`config.mk`:
```
export PLATFORM = sky130hd
export DESIGN_NAME = fft_line_sequencer
export DESIGN_NICKNAME = d
export VERILOG_FILES = /design/src/rtl/fft_line_sequencer.sv
export SDC_FILE = /design/constraint.sdc
export NUM_CORES = 1
export LEC_CHECK = 0
export ABC_AREA = 1
export BUFFER_PORTS_ARGS = -buffer_cell sky130_fd_sc_hd__buf_2
export CAP_MARGIN = 20
export CORE_MARGIN = 1
export CORE_UTILIZATION = 40
export DETAILED_ROUTE_END_ITERATION = 6
export PLACE_DENSITY = 0.74
export SYNTH_ARGS = -nofsm -noshare
export SYNTH_HDL_FRONTEND = slang
export SYNTH_SLANG_ARGS = --single-unit
```
`constraint.sdc`:
```
create_clock -name clk -period 2.7 [get_ports clk]
set_input_delay 0.405 -clock clk [delete_from_list [all_inputs] [get_ports clk]]
set_output_delay 0.405 -clock clk [all_outputs]
set_load 0.01 [all_outputs]
```
`src/rtl/fft_line_sequencer.sv`:
```
// Streams NUM_LINES grid lines of N samples through a streaming FFT core:
// reads memory into a 2-entry skid FIFO feeding the FFT sink, and writes FFT source beats back.
module fft_line_sequencer #(
  parameter int DATA_W    = 32,
  parameter int LOG2_PTS  = 5,
  parameter int NUM_LINES = 1024,
  parameter int ADDR_W    = 15
) (
  input  logic                clk,
  input  logic                reset_n,
  input  logic                start,
  output logic                busy,
  output logic                done,
  output logic                err,
  output logic                rd_en,
  output logic [ADDR_W-1:0]   rd_addr,
  input  logic [DATA_W-1:0]   rd_real,
  input  logic [DATA_W-1:0]   rd_imag,
  output logic                wr_en,
  output logic [ADDR_W-1:0]   wr_addr,
  output logic [DATA_W-1:0]   wr_real,
  output logic [DATA_W-1:0]   wr_imag,
  output logic                fft_sink_valid,
  input  logic                fft_sink_ready,
  output logic                fft_sink_sop,
  output logic                fft_sink_eop,
  output logic [1:0]          fft_sink_error,
  output logic [DATA_W-1:0]   fft_sink_real,
  output logic [DATA_W-1:0]   fft_sink_imag,
  output logic [LOG2_PTS:0]   fft_fftpts_in,
  input  logic                fft_source_valid,
  output logic                fft_source_ready,
  input  logic                fft_source_sop,
  input  logic                fft_source_eop,
  input  logic [1:0]          fft_source_error,
  input  logic [DATA_W-1:0]   fft_source_real,
  input  logic [DATA_W-1:0]   fft_source_imag,
  input  logic [LOG2_PTS:0]   fft_fftpts_out,
  output logic [1:0]          dbg_state
);

  localparam int N     = 1 << LOG2_PTS;
  localparam int TOTAL = NUM_LINES * N;
  localparam int CNT_W = ADDR_W + 1;
  localparam logic [CNT_W-1:0]  LAST_IDX = CNT_W'(TOTAL - 1);
  localparam logic [LOG2_PTS:0] PTS      = (LOG2_PTS + 1)'(N);

  typedef enum logic [1:0] {S_IDLE, S_RUN, S_DRAIN, S_DONE} state_t;

  state_t              state_q, state_d;
  logic [CNT_W-1:0]    rd_idx_q, rd_idx_d;
  logic [CNT_W-1:0]    wr_idx_q, wr_idx_d;
  logic [LOG2_PTS-1:0] sink_idx_q, sink_idx_d;
  logic                rd_pend_q, rd_pend_d;
  logic [DATA_W-1:0]   fifo_real_q [2];
  logic [DATA_W-1:0]   fifo_real_d [2];
  logic [DATA_W-1:0]   fifo_imag_q [2];
  logic [DATA_W-1:0]   fifo_imag_d [2];
  logic                fifo_wptr_q, fifo_wptr_d;
  logic                fifo_rptr_q, fifo_rptr_d;
  logic [1:0]          fifo_cnt_q, fifo_cnt_d;
  logic                err_q, err_d;
  logic                wr_en_q, wr_en_d;
  logic                wr_last_q, wr_last_d;
  logic [ADDR_W-1:0]   wr_addr_q, wr_addr_d;
  logic [DATA_W-1:0]   wr_real_q, wr_real_d;
  logic [DATA_W-1:0]   wr_imag_q, wr_imag_d;

  logic       start_ok, sink_fire, src_fire, src_bad, src_overrun;
  logic [2:0] occ_after;

  // Handshake rule on both FFT ports: a beat transfers on a rising edge where valid && ready;
  // the sender holds its payload unchanged until that edge.
  assign start_ok       = start && (state_q == S_IDLE);
  assign busy           = (state_q == S_RUN) || (state_q == S_DRAIN);
  assign done           = (state_q == S_DONE);
  assign err            = err_q;
  assign dbg_state      = state_q;
  assign fft_sink_valid = (fifo_cnt_q != 2'd0);
  assign sink_fire      = fft_sink_valid && fft_sink_ready;
  assign src_fire       = fft_source_valid && busy;

  // Occupancy counts the slot freed by this cycle's pop so the feeder can sustain 1 sample/cycle.
  assign occ_after = {1'b0, fifo_cnt_q} - {2'b00, sink_fire} + {2'b00, rd_pend_q};
  assign rd_en     = (state_q == S_RUN) && (occ_after < 3'd2);
  assign rd_addr   = rd_idx_q[ADDR_W-1:0];

  assign fft_sink_sop     = fft_sink_valid && (sink_idx_q == '0);
  assign fft_sink_eop     = fft_sink_valid && (sink_idx_q == {LOG2_PTS{1'b1}});
  assign fft_sink_error   = 2'b00;
  assign fft_sink_real    = fifo_real_q[fifo_rptr_q];
  assign fft_sink_imag    = fifo_imag_q[fifo_rptr_q];
  assign fft_fftpts_in    = busy ? PTS : '0;
  assign fft_source_ready = busy;

  assign wr_en   = wr_en_q;
  assign wr_addr = wr_addr_q;
  assign wr_real = wr_real_q;
  assign wr_imag = wr_imag_q;

  assign src_overrun = (wr_idx_q > LAST_IDX);
  assign src_bad = (fft_source_sop != (wr_idx_q[LOG2_PTS-1:0] == '0)) ||
                   (fft_source_eop != (wr_idx_q[LOG2_PTS-1:0] == {LOG2_PTS{1'b1}})) ||
                   (fft_source_error != 2'b00) ||
                   (fft_source_sop && (fft_fftpts_out != PTS)) ||
                   src_overrun;

  always_comb begin
    state_d     = state_q;
    rd_idx_d    = rd_idx_q;
    wr_idx_d    = wr_idx_q;
    sink_idx_d  = sink_idx_q;
    rd_pend_d   = rd_en;
    fifo_real_d = fifo_real_q;
    fifo_imag_d = fifo_imag_q;
    fifo_wptr_d = fifo_wptr_q;
    fifo_rptr_d = fifo_rptr_q;
    fifo_cnt_d  = fifo_cnt_q + {1'b0, rd_pend_q} - {1'b0, sink_fire};
    err_d       = err_q;
    wr_en_d     = src_fire && !src_overrun;
    wr_last_d   = src_fire && (wr_idx_q == LAST_IDX);
    wr_addr_d   = wr_addr_q;
    wr_real_d   = wr_real_q;
    wr_imag_d   = wr_imag_q;

    case (state_q)
      S_IDLE:  if (start_ok) state_d = S_RUN;
      S_RUN:   if (rd_en && (rd_idx_q == LAST_IDX)) state_d = S_DRAIN;
      S_DRAIN: if (wr_en_q && wr_last_q) state_d = S_DONE;
      default: state_d = S_IDLE;
    endcase

    if (rd_pend_q) begin
      fifo_real_d[fifo_wptr_q] = rd_real;
      fifo_imag_d[fifo_wptr_q] = rd_imag;
      fifo_wptr_d = ~fifo_wptr_q;
    end
    if (sink_fire) begin
      fifo_rptr_d = ~fifo_rptr_q;
      sink_idx_d  = sink_idx_q + 1'b1;
    end
    if (rd_en) rd_idx_d = rd_idx_q + 1'b1;

    if (src_fire) begin
      wr_idx_d  = wr_idx_q + 1'b1;
      wr_addr_d = wr_idx_q[ADDR_W-1:0];
      wr_real_d = fft_source_real;
      wr_imag_d = fft_source_imag;
      if (src_bad) err_d = 1'b1;
    end

    if (start_ok) begin
      rd_idx_d   = '0;
      wr_idx_d   = '0;
      sink_idx_d = '0;
      err_d      = 1'b0;
    end
  end

  always_ff @(posedge clk or negedge reset_n) begin
    if (!reset_n) begin
      state_q     <= S_IDLE;
      rd_idx_q    <= '0;
      wr_idx_q    <= '0;
      sink_idx_q  <= '0;
      rd_pend_q   <= 1'b0;
      fifo_real_q <= '{default: '0};
      fifo_imag_q <= '{default: '0};
      fifo_wptr_q <= 1'b0;
      fifo_rptr_q <= 1'b0;
      fifo_cnt_q  <= 2'd0;
      err_q       <= 1'b0;
      wr_en_q     <= 1'b0;
      wr_last_q   <= 1'b0;
      wr_addr_q   <= '0;
      wr_real_q   <= '0;
      wr_imag_q   <= '0;
    end else begin
      state_q     <= state_d;
      rd_idx_q    <= rd_idx_d;
      wr_idx_q    <= wr_idx_d;
      sink_idx_q  <= sink_idx_d;
      rd_pend_q   <= rd_pend_d;
      fifo_real_q <= fifo_real_d;
      fifo_imag_q <= fifo_imag_d;
      fifo_wptr_q <= fifo_wptr_d;
      fifo_rptr_q <= fifo_rptr_d;
      fifo_cnt_q  <= fifo_cnt_d;
      err_q       <= err_d;
      wr_en_q     <= wr_en_d;
      wr_last_q   <= wr_last_d;
      wr_addr_q   <= wr_addr_d;
      wr_real_q   <= wr_real_d;
      wr_imag_q   <= wr_imag_d;
    end
  end

endmodule

```
# Yosys cells after proc, flatten, opt, wreduce, memory -nomap -nowiden
# Cells that the tools add are included.
dict set report op_classes {
  n_addsub 7
  n_lt_le_gt_ge 5
  eq_ne 13
  muxes 24
  bitwise 4
  n_reduce_logical 29
}
# operator n
set op_table {}
lappend op_table {{$mux 32} 7}
lappend op_table {{$bwmux 64} 2}
lappend op_table {{$mux 16} 4}
lappend op_table {{$add 16x1->16 const B} 2}
lappend op_table {{$demux 32 s1} 1}
lappend op_table {{$eq 16x15->1 const B} 2}
lappend op_table {{$gt 16x15->1 const B} 1}
lappend op_table {{$logic_and 1x1->1} 12}
lappend op_table {{$reduce_bool 2->1} 6}
lappend op_table {{$eq 5x5->1 const B} 2}
lappend op_table {{$logic_not 5->1} 2}
lappend op_table {{$mux 5} 2}
lappend op_table {{$mux 2} 3}
lappend op_table {{$mux 6} 1}
lappend op_table {{$ne 6x6->1 const B} 1}
lappend op_table {{$pmux 2 s3} 1}
lappend op_table {{$add 5x1->5 const B} 1}
lappend op_table {{$logic_or 1x1->1} 5}
lappend op_table {{$eq 2x2->1 const B} 2}
lappend op_table {{$ge 2x2->1 const B} 2}
lappend op_table {{$ne 2x1->1 const B} 2}
lappend op_table {{$not 1->2} 2}
lappend op_table {{$add 3x1->3} 1}
lappend op_table {{$lt 3x2->1 const B} 1}
lappend op_table {{13 further kinds} 17}
dict set report word_totals {
  reg_bits 254
  out_inout_bits 177
  elab_cells 100
}

# Logic depth before layout (Yosys ltp)
# Gate-level depths: netlist (run 1).
dict set report depth {
  word_depth 9
  depth_mapped 15
}

# Least setup slack after synthesis (run 1)
# Ideal clock, no wire load.
dict set report synth_path {
  path_type {register to output}
  start {register fifo_cnt_q[1]}
  end {output rd_en}
  arrival_ns 2.160
  setup_slack_ns 0.135
  stages_incl_launch_ff 11
  n_path_buf 1
  path_cell_list {dfrtp_1 -> nor2_1 -> nor2_2 -> ha_1 -> inv_1 -> ha_1 -> fa_1 -> inv_1 -> nand2_1 -> nor2_1 -> buf_2}
}
dict set report synth_between {
  elab_chain_cells 6
}
# item line_no
set synth_lines {}
lappend synth_lines {{from (decl)} 61} ;# logic [1:0] fifo_cnt_q, fifo_cnt_d;
lappend synth_lines {{from (signal assigned)} 188} ;# fifo_cnt_q <= fifo_cnt_d;
lappend synth_lines {{$reduce_bool 2->1} 79} ;# assign fft_sink_valid = (fifo_cnt_q != 2'd0);
lappend synth_lines {{$logic_and 1x1->1} 80} ;# assign sink_fire = fft_sink_valid && fft_sink_ready;
lappend synth_lines {{via sink_fire} 69} ;# logic start_ok, sink_fire, src_fire, src_bad, src_overrun;
lappend synth_lines {{$sub 2x1->3} 84} ;# assign occ_after = {1'b0, fifo_cnt_q} - {2'b00, sink_fire} + {2'b00, rd_pend_q};
lappend synth_lines {{$add 3x1->3} 84}
lappend synth_lines {{$lt 3x2->1} 85} ;# assign rd_en = (state_q == S_RUN) && (occ_after < 3'd2);
lappend synth_lines {{$logic_and 1x1->1} 85}
lappend synth_lines {{to (decl)} 15} ;# output logic rd_en,
# The timed path passes the listed nets, and every way through them passes these cells.

# Worst setup path after layout (run 1)
# Ends and elaborated chain as after synthesis.

==> metrics, run 1 <==
Skew-Pair Late Insertion Delay=520 ps; detailed placement HPWL=18900 um; initial antenna violation count=1; CTS H-tree depth=1; Placed Cells=2026; cell repeated most along the worst path=nor2_2; reg2reg start=fifo_cnt_q[1]; pin count of the biggest net entering global routing=83; Fin Clk Skew=12.5 ps; final hold violation count=0; DRT Wirelength=28300 um; first-pass GRT wire length=45400 um; core area=27800 um^2; Slew headroom=46.5%; status=finished with violations; Setup-failing EPs final=15; Synth top cells by count=nand2_1 (619), dfrtp_1 (254), o21ai_0 (156); Startpoint Class=register; R2R Path End=rd_idx_q[7]; PnR worst setup slack=-178 ps; count leader, synth=nand2_1; main flop type after synthesis=dfrtp_1; critical path endpoint category=primary output; Pre-Repair DR Iteration Count=5; Yosys top cell area share=56.3%; 1st-iter DRT viols=726; drt drc=0; P&R area growth vs syn=25.6%; Die Height=170 um; # rows=61; EDFF count, synth=0; yosys warns=0; Worst Path Required=2300 ps; Setup WS pre-CTS=125 ps; Switching Share=38.8%; Leak Pwr=7.95 nW; Sw Pwr=6.51 mW; max incr delay on CP=390 ps; count of different cell masters after synthesis=29; Syn Inst Count=1396; Slew Viols, Final=0; DR WL/cell=13.6 um; sequential area share after synthesis=56.3%; Non-Filler Instances=2078; clk root buf=clkbuf_16; TritonCTS clock tree=built; Final Core Density=51.0%; Int Pwr=10.3 mW; register share of total power=37.4%; gpl congestion=0.835; synth top area cells=dfrtp_1 (56%), nand2_1 (21%), o21ai_0 (6.9%); hold path startpoint=fft_source_real[30]; register bit total from synthesis=254; worst setup path class=register to primary output; initial core utilization=40.6%; critical path, cell by cell=nor2_2, nor2_2, ha_1, inv_1, ha_4, fa_2, o21ai_1, nor2_4, buf_6; reg2reg setup slack=-150 ps; vias in the first global route=9400; fraction of layout cells with a size suffix above 1=24.5%; vias=9762; failing checks=setup timing; setup TNS=-1220 ps; Die X=170 um; CP max stage cell=dfrtp_1; synthesized area per cell=8.09 um^2; full die area=28900 um^2; Fmax=347 MHz; critical path arrival=2470 ps; min cycle time layout=2880 ps; met2 Track Usage GR=32.4%; Mapped Area=11300 um^2; GR peak layer=met2; HP Class=input port to register; IO buf count=312; fin nets=1843; Power Density=1180 nW/um^2; clock slew at reported path FFs=60 ps; I/O pin count=320; TritonCTS buffer count=27; WHS Endpoint=wr_real[30]; worst hold stages=3; cells on worst reg2reg path=17; cell taking the most area after synthesis=dfrtp_1; CTS Sinks=254; clock power share=21.9%; max-cap violations=0; GRT overflow=0; clk buf depth=3; Vias/cell=4.70; Post-synth ARST share=100%; Total Routing Usage GR=19.3%; worst slew pin tran=802 ps; worst ir drop on vdd=925 uV; ANT nets after route=0; met1 Use GR=24.4%; Gate power share=40.7%; crit share post-route=107%; CP Max Fanout=3; M3 GR Usage=4.65%; n_diodes=0; RSZ-0062 raised after global routing=yes
-- worst max-delay path by stage --
| stage | from | endpoint | slack [ps] |
|---|---|---|---|
| floorplan | fifo_cnt_q[1] | rd_en | 140 |
| global placement | fifo_cnt_q[1] | rd_idx_q[7] | 200 |
| detailed placement | fifo_cnt_q[1] | rd_idx_q[7] | 130 |
| CTS | fifo_cnt_q[0] | rd_en | -170 |
| global route | fifo_cnt_q[1] | rd_idx_q[15] | -270 |
| finish | fifo_cnt_q[1] | rd_en | -180 |
-- critical path, delay by kind of cell, from the launching register on --
kind                       cells  cell delay (ps)
DFF                            1              390
buffers and inverters          2              190
AOI/OAI and AO/OA              1              290
adders and majority gates      3              790
and+or+nand+nor                3              290
-- per-stage QoR --
| stage | area [um^2] | power, mW | hold slack [ps] |
|---|---|---|---|
| floorplan | 11300 | 10.3 | 109 |
| global placement | 13200 | 12.7 | 438 |
| detailed placement | 13200 | 13.0 | 446 |
| CTS | 14100 | 16.9 | 48.9 |
| global route | 14200 | 18.2 | 58.4 |
| finish | 14200 | 16.8 | 77.0 |
-- cell usage in the layout, fill, tap and decap left out, types with 2 or more instances in the layout --
| cell type | synthesis | routed |
|---|---|---|
| clkbuf_1 | 37 | 5 |
| inv_1 | 125 | 123 |
| bufinv_16 | 0 | 2 |
| nand2_2 | 4 | 11 |
| inv_2 | 2 | 4 |
| nand4_1 | 7 | 7 |
| nor2_1 | 47 | 42 |
| nand2_1 | 619 | 611 |
| o21ai_1 | 5 | 11 |
| buf_4 | 24 | 21 |
| nand3_1 | 33 | 32 |
| o21ai_0 | 156 | 150 |
| clkbuf_8 | 0 | 9 |
| buf_12 | 0 | 7 |
| nor3_1 | 8 | 8 |
| buf_2 | 18 | 310 |
| nor2_2 | 3 | 7 |
| conb_1 | 1 | 7 |
| nand3_2 | 1 | 2 |
| ha_1 | 14 | 13 |
| nor2_4 | 6 | 7 |
| dfrtp_1 | 254 | 253 |
| clkbuf_16 | 0 | 27 |
| xor2_1 | 2 | 2 |
| a21oi_1 | 15 | 15 |
-- cells by family (layout without fill, tap and decap cells) --
| kind of cell | Yosys count | after routing | share of synthesized area (%) |
|---|---|---|---|
| compound gates | 178 | 178 | 7.94 |
| xor+xnor | 3 | 3 | 0.233 |
| fa+ha+maj | 15 | 15 | 1.73 |
| buf+inv | 214 | 512 | 8.11 |
| flops | 254 | 254 | 56.3 |
| other cells | 1 | 7 | 0.0332 |
| simple gates | 731 | 731 | 25.6 |
-- power by group through the flow --
stage                     Clock, mW  Sequential (mW)  Combinational [mW]
after floorplan                   0             6.41                3.88
after global routing           3.92             6.46                7.80
after detailed placement          0             6.31                6.65
after global placement            0             6.26                6.46
after CTS                      3.79             6.27                6.83
final                          3.68             6.28                6.83
-- cell type report --
| class | instances | area (um^2) |
|---|---|---|
| fillers | 2707 | 13600 |
| flip-flops and latches | 254 | 6360 |
| multi-input cells | 934 | 4100 |
| repair buffers | 341 | 1890 |
| clock buffers | 41 | 818 |
| inverters | 127 | 477 |
| well taps | 378 | 473 |
| clock inverters | 3 | 65.1 |
-- sequential cells by signal (all words and copies together) (netlist names) --
register and cells:
wr_imag 32, sink_idx_q 5, fifo_imag_q 64, fifo_wptr_q 1, fifo_real_q 64, wr_idx_q 16, fifo_rptr_q 1, rd_idx_q 16
rd_pend_q 1, wr_addr 15, err 1, dbg_state 2, wr_real 32, wr_last_q 1, wr_en 1, fifo_cnt_q 2
-- repair_timing --
item,CTS,global route
endpoints found under the hold margin,69,0
setup endpoints to repair,1,15
resized for setup,13,13
pin swaps,4,6
setup buffers,6,1
cloned,0,0
hold buffers,1,0
-- routing by layer --
layer,part of all wire [%],routed length (um)
met3,7.6,2160
met5,0.046,13
met4,2.6,733
met2,47,13300
met1,43,12100
No activity file was read; power rests on OpenSTA's default activity.
==> inputs of run 2 (changes only) <==
--- a/config.mk
+++ b/config.mk
@@ -6,7 +6,7 @@
 export NUM_CORES = 1
 export LEC_CHECK = 0
 export ABC_AREA = 1
-export BUFFER_PORTS_ARGS = -buffer_cell sky130_fd_sc_hd__buf_2
+export BUFFER_PORTS_ARGS = -buffer_cell sky130_fd_sc_hd__buf_4
 export CAP_MARGIN = 20
 export CORE_MARGIN = 1
 export CORE_UTILIZATION = 40
==> run 2 against run 1 <==
Compared with the run above:
- the flow still finishes with violations (setup timing)
- maximum frequency up 1.3%
- highest routed layer unchanged
- clock power up 5.4%
- combinational power up 10%
- non-clock buffer count down 2
- wire length up 1.8%
- global-route usage up 0.13 points
- count of clock-buffer cells in the layout down 2
==> metrics, run 2 (synthesis results as in run 1) <==
Top delay family on crit path=adder cells (unchanged); max-cap violations=0 (unchanged); Pre-Repair DR Iteration Count=5 (unchanged); critical path arrival=2440 ps (was 2470 ps); Slew Viols, Final=0 (unchanged); cells on worst reg2reg path=16 (was 17); WP buf/inv=3 (was 2); vias=9722 (was 9762); hold path startpoint=fft_source_real[24] (was fft_source_real[30]); DR WL/cell=13.8 um (was 13.6 um); Slew headroom=47.2% (was 46.5%); Leak Pwr=8.19 nW (was 7.95 nW); min cycle time layout=2840 ps (was 2880 ps); critical path, cell by cell=nor2_2, nor2_2, ha_1, inv_2, ha_4, fa_2, inv_2, nand2_2, nor2_4, buf_6 (was nor2_2, nor2_2, ha_1, inv_1, ha_4, fa_2, o21ai_1, nor2_4, buf_6); worst hold stages=3 (unchanged); PnR worst setup slack=-140 ps (was -178 ps); Final Core Density=53.9% (was 51.0%); clock power share=21.9% (about the same); Largest regs=fifo_imag_q x64, fifo_real_q x64 (unchanged); worst ir drop on vdd=743 uV (was 925 uV); Die Height=170 um (unchanged); Total Routing Usage GR=19.4% (was 19.3%); P&R area growth vs syn=32.7% (was 25.6%); Worst Path Required=2300 ps (about the same); Skew-Pair Late Insertion Delay=530 ps (was 520 ps); overall power=17.7 mW (was 16.8 mW); Startpoint Class=register (unchanged); worst slew pin tran=792 ps (was 802 ps); R2R Path End=rd_idx_q[15] (was rd_idx_q[7]); TritonCTS buffer count=27 (unchanged); setup TNS=-140 ps (was -1220 ps); Met2 Wirelength=13800 um (was 13300 um); final hold violation count=0 (unchanged); Gate power share=42.5% (was 40.7%); clock slew at reported path FFs=70 ps (was 60 ps); Fmax=352 MHz (was 347 MHz); TritonCTS clock tree=built (unchanged); WL met1=12200 um (was 12100 um); ANT nets after route=0 (unchanged); Sw Pwr=6.62 mW (was 6.51 mW); Setup-failing EPs final=1 (was 15); worst setup path class=register to primary output (unchanged); WL met3=2310 um (was 2160 um); clk root buf=clkbuf_16 (unchanged); commonest non-fill, non-tap cell in the layout=nand2_1 (unchanged); fin nets=1841 (was 1843); critical path endpoint category=primary output (unchanged); drt drc=0 (unchanged); IO buf count=312 (unchanged); vias in the first global route=9226 (was 9400); Fin Clk Skew=20.9 ps (was 12.5 ps); max incr delay on CP=540 ps (was 390 ps); most frequent cells in the layout=nand2_1 (616), buf_4 (328), dfrtp_1 (253) (was nand2_1 (611), buf_2 (310), dfrtp_1 (253)); # rows=61 (unchanged); status=finished with violations (unchanged); detailed placement HPWL=19700 um (was 18900 um); first-pass GRT wire length=45600 um (was 45400 um); initial antenna violation count=1 (unchanged); reg2reg start=fifo_cnt_q[1] (unchanged); Power Density=1180 nW/um^2 (about the same); HP Class=input port to register (unchanged); reg2reg setup slack=160 ps (was -150 ps); initial core utilization=40.6% (unchanged); DR top layer=met5 (unchanged); core area=27800 um^2 (unchanged); CP max stage cell=fa_2 (was dfrtp_1); WHS Endpoint=wr_real[24] (was wr_real[30]); I/O pin count=320 (unchanged); register share of total power=35.6% (was 37.4%); Switching Share=37.3% (was 38.8%); Vias/cell=4.67 (was 4.70); pin count of the biggest net entering global routing=85 (was 83); GRT overflow=0 (unchanged); n_diodes=0 (unchanged); 1st-iter DRT viols=618 (was 726); CTS H-tree depth=1 (unchanged); DRT Wirelength=28800 um (was 28300 um); clk buf depth=3 (unchanged); CP Max Fanout=2 (was 3); RSZ-0062 raised after global routing=yes (unchanged); fraction of layout cells with a size suffix above 1=24.0% (was 24.5%); full die area=28900 um^2 (unchanged); crit share post-route=105% (was 107%); Die X=170 um (unchanged); failing checks=setup timing (unchanged); Int Pwr=11.1 mW (was 10.3 mW); CTS Sinks=254 (unchanged); gpl congestion=0.809 (was 0.835)
[run 2: cell count changes in the layout (fill, tap and decap cells not counted), moves of 2 or more]
cell       change
nor2_1         +3
o21ai_0        +5
bufinv_16      +2
o21ai_1        -5
clkinv_2       +3
nor2_2         -3
clkbuf_8       -3
buf_4        +307
buf_2        -310
nand2_2        -5
nand2_1        +5
[run 2: power groups by stage]
| stage | combinational, mW | clock, mW | sequential [mW] |
|---|---|---|---|
| after floorplan | 3.88 | 0 | 6.41 |
| after global placement | 7.31 | 0 | 6.28 |
| after detailed placement | 7.49 | 0 | 6.33 |
| after CTS | 7.60 | 3.98 | 6.31 |
| after global routing | 8.48 | 4.13 | 6.50 |
| final | 7.53 | 3.88 | 6.31 |
[run 2: layer usage]
layer / vias up / GRT usage (%)
met5: - / 0
met4: 2 / 5.25
met3: 39 / 5.09
met2: 310 / 32.7
met1: 4536 / 24.6
li1: 4835 / -
[run 2: timing repair]
item / CTS / global route
setup endpoints to repair: 1 / 3
pin swaps: 5 / 4
endpoints found under the hold margin: 68 / 0
resized for setup: 11 / 1
hold buffers: 1 / 0
setup buffers: 2 / 1
[run 2: stage by stage]
step           instances  hold slack (ps)  instance area (um^2)  setup WS, ps
4_1_cts             2080             52.0                 15000          -182
6_report            2081             72.5                 15000          -140
3_5_place_dp        2028              419                 14000           128
5_1_grt             2081             64.1                 15000          -253
3_3_place_gp        2028              417                 14000           165
2_1_floorplan       1402              109                 11300           135
[run 2: final cells by class]
| type | count | area, um^2 |
|---|---|---|
| Fill cell | 2594 | 12800 |
| Sequential cell | 254 | 6360 |
| Multi-Input combinational cell | 934 | 4080 |
| Timing Repair Buffer | 339 | 2660 |
| Clock buffer | 39 | 781 |
| Inverter | 127 | 477 |
| Tap cell | 378 | 473 |
| Clock inverter | 10 | 156 |
[run 2: worst max-delay path by stage]
stage / start / end / slack [ps] / cells after the start
after floorplan: fifo_cnt_q[1] / rd_en / 140 / 10
after global placement: fft_sink_ready / dbg_state[1] / 170 / 16
after detailed placement: fft_sink_ready / dbg_state[1] / 130 / 16
after CTS: fifo_cnt_q[0] / rd_en / -180 / 10
after global routing: fifo_cnt_q[1] / rd_en / -250 / 10
final: fifo_cnt_q[1] / rd_en / -140 / 10
[run 2: tightest hold or removal path: stages]
cell	delay (ps)
buf_4	70
nand2_1	40
nand2_1	50
